<file path="src/rtl/instr_mem_ctrl.sv">
// Instruction-side memory controller.
// Serves the fetch stage's req/gnt/valid interface from a single-port
// synchronous SRAM. A programmable number of wait states can be inserted
// before each read. A low-priority loader write port shares the SRAM and
// yields whenever a fetch read occupies the port.
module instr_mem_ctrl #(
    parameter int unsigned ADDR_WIDTH  = 14,
    parameter logic [31:0] MEM_BASE    = 32'h0000_0000,
    parameter int unsigned WAIT_CYCLES = 0          // legal range 0..15
) (
    input  logic                  clk,
    input  logic                  reset_n,
    // fetch port
    input  logic                  instr_req,
    input  logic [31:0]           instr_addr,
    output logic                  instr_gnt,
    output logic [31:0]           instr_rdata,
    output logic                  instr_err,
    output logic                  instr_valid,
    // loader write port
    input  logic                  load_req,
    input  logic [31:0]           load_addr,
    input  logic [31:0]           load_wdata,
    output logic                  load_gnt,
    // SRAM port
    output logic                  mem_ce,
    output logic                  mem_we,
    output logic [ADDR_WIDTH-1:0] mem_addr,
    output logic [31:0]           mem_wdata,
    input  logic [31:0]           mem_rdata
);

    typedef enum logic [1:0] {
        ST_IDLE,
        ST_WAIT,
        ST_DATA
    } state_t;

    // Size of the SRAM window in bytes; one bit wider so the compare never wraps.
    localparam logic [32:0] MEM_SPAN  = 33'd1 << (ADDR_WIDTH + 2);
    localparam logic [3:0]  WAIT_INIT = 4'(WAIT_CYCLES);

    state_t                r_state;
    state_t                w_state_nxt;
    logic [3:0]            r_wait_cnt;
    logic [ADDR_WIDTH-1:0] r_addr;
    logic                  r_in_range;

    logic [31:0]           w_f_off;
    logic                  w_f_in_range;
    logic [ADDR_WIDTH-1:0] w_f_idx;
    logic [31:0]           w_l_off;
    logic                  w_l_in_range;
    logic [ADDR_WIDTH-1:0] w_l_idx;
    logic                  w_rd_issue;

    // Window decode for both ports: offset from the base, range flag, word index.
    // An address below MEM_BASE underflows to a huge offset and so reads as out of range.
    assign w_f_off      = instr_addr - MEM_BASE;
    assign w_f_in_range = ({1'b0, w_f_off} < MEM_SPAN);
    assign w_f_idx      = w_f_off[ADDR_WIDTH+1:2];
    assign w_l_off      = load_addr - MEM_BASE;
    assign w_l_in_range = ({1'b0, w_l_off} < MEM_SPAN);
    assign w_l_idx      = w_l_off[ADDR_WIDTH+1:2];

    // State register plus the per-transaction context latched on every grant.
    // NOTE: sequential state uses non-blocking assignments so every flop samples pre-edge values.
    always_ff @(posedge clk or negedge reset_n) begin
        if (!reset_n) begin
            r_state    <= ST_IDLE;
            r_wait_cnt <= 4'd0;
            r_addr     <= '0;
            r_in_range <= 1'b0;
        end else begin
            r_state <= w_state_nxt;
            if (instr_gnt) begin
                r_addr     <= w_f_idx;
                r_in_range <= w_f_in_range;
                r_wait_cnt <= WAIT_INIT;
            end else if (r_state == ST_WAIT) begin
                r_wait_cnt <= r_wait_cnt - 4'd1;
            end
        end
    end

    // Next-state, fetch response, and SRAM port arbitration (fetch read beats loader write).
    // NOTE: every output gets a default first so no path through the block infers a latch.
    always_comb begin
        w_state_nxt = r_state;
        w_rd_issue  = 1'b0;
        instr_gnt   = 1'b0;
        instr_valid = 1'b0;
        instr_err   = 1'b0;
        instr_rdata = '0;
        load_gnt    = 1'b0;
        mem_ce      = 1'b0;
        mem_we      = 1'b0;
        mem_addr    = '0;
        mem_wdata   = '0;

        // Outputs are forced quiet while reset is held, even with requests pending.
        if (reset_n) begin
            case (r_state)
                ST_IDLE, ST_DATA: begin
                    // The DATA response belongs to the previously latched transaction.
                    if (r_state == ST_DATA) begin
                        instr_valid = 1'b1;
                        instr_err   = ~r_in_range;
                        instr_rdata = r_in_range ? mem_rdata : 32'd0;
                    end
                    instr_gnt = instr_req;
                    if (instr_req) begin
                        if (WAIT_CYCLES == 0) begin
                            w_rd_issue  = 1'b1;
                            mem_ce      = w_f_in_range;
                            mem_addr    = w_f_idx;
                            w_state_nxt = ST_DATA;
                        end else begin
                            w_state_nxt = ST_WAIT;
                        end
                    end else begin
                        w_state_nxt = ST_IDLE;
                    end
                end
                ST_WAIT: begin
                    if (r_wait_cnt == 4'd1) begin
                        w_rd_issue  = 1'b1;
                        mem_ce      = r_in_range;
                        mem_addr    = r_addr;
                        w_state_nxt = ST_DATA;
                    end
                end
                default: begin
                    w_state_nxt = ST_IDLE;
                end
            endcase

            // The loader takes the SRAM only in cycles with no fetch read slot.
            // Out-of-range loads are accepted but never reach the SRAM.
            if (load_req && !w_rd_issue) begin
                load_gnt  = 1'b1;
                mem_ce    = w_l_in_range;
                mem_we    = w_l_in_range;
                mem_addr  = w_l_idx;
                mem_wdata = load_wdata;
            end
        end
    end

endmodule
</file>
<file path="config.mk">
export PLATFORM = sky130hd
export DESIGN_NAME = instr_mem_ctrl
export DESIGN_NICKNAME = d
export VERILOG_FILES = /design/src/rtl/instr_mem_ctrl.sv
export SDC_FILE = /design/constraint.sdc
export NUM_CORES = 1
export LEC_CHECK = 0
export ABC_AREA = 1
export CAP_MARGIN = 20
export CORE_AREA = 2 2 84 86
export CTS_CLUSTER_SIZE = 14
export DETAILED_ROUTE_END_ITERATION = 10
export DIE_AREA = 0 0 86 88
export MAX_ROUTING_LAYER = met4
export PLACE_DENSITY = 0.77
export SLEW_MARGIN = 20
export SYNTH_ARGS = -nofsm -noshare
export SYNTH_HDL_FRONTEND = slang
export SYNTH_SLANG_ARGS = --single-unit
export TNS_END_PERCENT = 100
</file>
<file path="constraint.sdc">
create_clock -name clk -period 0.9 [get_ports clk]
set_input_delay 0.135 -clock clk [delete_from_list [all_inputs] [get_ports clk]]
set_output_delay 0.135 -clock clk [all_outputs]
set_load 0.02 [all_outputs]
</file>
==> run summary <==
status: complete, but fails checks
failing checks: setup timing
Rows: 30
CP Launch Type: flop
Initial DRC Count: 17
layout cells sized above 1: 59.3%
DRT antenna net count: 0
pre-CTS setup slack: -1150 ps
Critical Path Slowest Stage Cell: dfrtp_1
Nets: 576
Worst EP required: 760 ps
TritonCTS clock tree: yes
Final WS setup: -540 ps
CTS Buf Count: 3
clk buf depth: 2
via count of the first global-routing pass: 2,243
Area after DPL: 3630 sq um
CP max FO: 7
number of flops mapped to enable cells by yosys: 0
P_sw: 0.639 mW
Clk pwr share: 20.2%
Synth Instances: 197
combinational share of power: 74.4%
asr flop ratio synth: 100%
largest net degree at the start of global routing: 9
Die Area: 7570 sq um
Yosys top cell area share: 34.4%
Seq pwr share: 5.4%
drt wl/cell: 13.2 microns
GPL Wtd Cong: 0.835
Worst path max stage delay: 350 ps
worst vdd ir: 0.230 mV
I/O pin count: 216
first-pass detailed-route iteration total: 4
period utilization: 160%
minimum clock period: 1440 ps
met1 GRT Util: 17.3%
FF-to-FF path depth: 3
critical-path cell list: nand2_2 -> inv_4 -> nand2_8 -> buf_12 -> buf_6 -> nor2_4 -> buf_6
Via Count: 2,128
most instantiated cells after synthesis: nor2_1 (85), inv_1 (67), a22o_1 (14)
critical path class: reg -> out
Hold WC Path Type: in -> reg
post-synthesis cell area: 928 sq um
CP Capture Point: instr_rdata[20]
Warnings, synthesis: 0
Synth Net Count: 329
leakage: 2.20 nW
Area Growth Syn to Fin: 363%
setup violators final: 83
Max Clk Rate: 694 MHz
clock tree sinks: 2
RSZ-0062 raised after global routing: true
Layout Cells excl Fill: 522
Area contributors post-synth: nor2_1 (34%), inv_1 (27%), a22o_1 (13%)
I/O Buffers: 211
Via-to-Cell Ratio: 4.08
number of remaining DRC errors: 0
CP arrival: 1310 ps
Pins Over Slew Limit: 0
first-pass GRT wire length: 10,300 microns
Crit path top cell by count: buf_6
Core Area: 6640 sq um
top-count cell post-synth: nor2_1
Cell Int Power: 1.16 mW
total track usage: 17.6%
Yosys cell types: 15
CTS H-tree lvls: 1
Worst setup startpoint: r_state[1]
Crit Reg-Reg Endpoint: r_in_range
critical path capture point type: output pin
Pwr Density: 420 nW/um^2
Post-Route WL: 6880 microns
clk_lat worst skew: 220 ps
register area share after synthesis: 5.39%
Least-Margin Pin Slew: 207 ps
met3 Usage GRT: 3.49%
Mean Syn Cell Area: 4.71 sq um
Initial Utilization: 14.0%
reg-to-reg startpoint: r_in_range
height of the chip: 88 microns
Max-Cap Viols: 0
Detailed Place HPWL: 5100 microns
clock slew at reported path FFs: 30 ps
Sw Share: 35.4%
Rel. slew slack: 86.2%
number of diodes: 0
DIE WIDTH: 86 microns
Hold Slack: 246 ps
Final Hold Fails: 0
top_reg_cell synth: dfrtp_1
DP Cell Count: 492
gr busiest metal: met2
Design Area, Final: 4300 sq um
dominant cell type by area after synthesis: nor2_1
setup slack, reg-to-reg: 60 ps
met2 Use GR: 35.4%
total power: 1.80 mW
Yosys reg bits: 2
clk root buf: clkbuf_8
grt ovf: 0
antenna violations before repair: 0
clk_skew: 0 ps
==> routing by layer <==
metal / share of wire, % / vias to the layer above
li1: - / 1039
met1: 32 / 970
met2: 59 / 114
met3: 8.3 / 5
met4: 0.68 / 0
met5: 0 / -
==> cell usage in the layout, fill, tap and decap left out, drive strengths merged <==
cell type        n
buf            153
clkbuf           3
inv             70
nand2           13
dlymetal6s2s    13
and2             1
dlygate4sd3      1
o21ai            1
clkinv           1
nand3            3
a22o            14
dfrtp            2
nor2            85
clkdlybuf4s15    3
dlygate4sd2     28
clkdlybuf4s50   51
==> stage by stage <==
stage | setup TNS [ps] | util (%)
2_1_floorplan | -4050 | -
3_3_place_gp | -89750 | 54.6
3_5_place_dp | -90380 | 54.6
4_1_cts | -23500 | 61.5
5_1_grt | -25870 | 64.7
6_report | -22040 | 64.7
==> power groups by stage <==
stage / Combinational, mW / Clock (mW) / Sequential [mW]
3_3_place_gp: 1.16 / 0 / 0.0982
5_1_grt: 1.43 / 0.380 / 0.0985
2_1_floorplan: 0.392 / 0 / 0.0979
6_report: 1.34 / 0.363 / 0.0978
4_1_cts: 1.31 / 0.373 / 0.0979
3_5_place_dp: 1.18 / 0 / 0.0988
==> cells by family (layout without fill, tap and decap cells) <==
kind of cell / count (synthesis) / after routing / share of synthesized area [%]
simple gates: 102 / 102 / 44.6
buf+inv: 78 / 323 / 36.3
compound gates: 15 / 15 / 13.7
flops: 2 / 2 / 5.39
==> final cells by class <==
| cell class | instances | area (sq um) |
|---|---|---|
| inverter | 70 | 283 |
| fill | 577 | 2350 |
| tap | 80 | 100 |
| timing repair inverter | 1 | 16.3 |
| multi-input combinational | 117 | 1170 |
| sequential | 2 | 50.0 |
| timing repair buffer | 249 | 2640 |
| clock buffer | 3 | 41.3 |
==> timing repair <==
item / CTS / global route
resized for setup: 695 / 73
endpoints found under the setup margin: 86 / 84
endpoints found under the hold margin: 2 / 0
hold buffers: 1 / 0
gates cloned: 4 / 0
pin swaps: 48 / 21
setup buffers: 21 / 9
==> registers in the layout, summed over array words and instances (netlist names) <==
register	cells
r_state	1
r_in_range	1
==> how the worst min path moves through the flow <==
| stage | slack [ps] | from | endpoint | cells past startpoint |
|---|---|---|---|---|
| after floorplan | -160 | reset_n | r_in_range | 0 |
| after global placement | 530 | r_state[1] | r_state[1] | 2 |
| after detailed placement | 570 | r_state[1] | r_state[1] | 2 |
| after CTS | 260 | reset_n | r_state[1] | 3 |
| after global routing | 250 | reset_n | r_state[1] | 3 |
| final | 250 | reset_n | r_state[1] | 3 |
==> worst max-delay path, delay by kind of cell, from the launching register on <==
kind / cells / cell delay, ps
buffers and inverters: 4 / 480
and+or+nand+nor: 3 / 250
DFF: 1 / 350
Power figures use the tool's default switching activity.
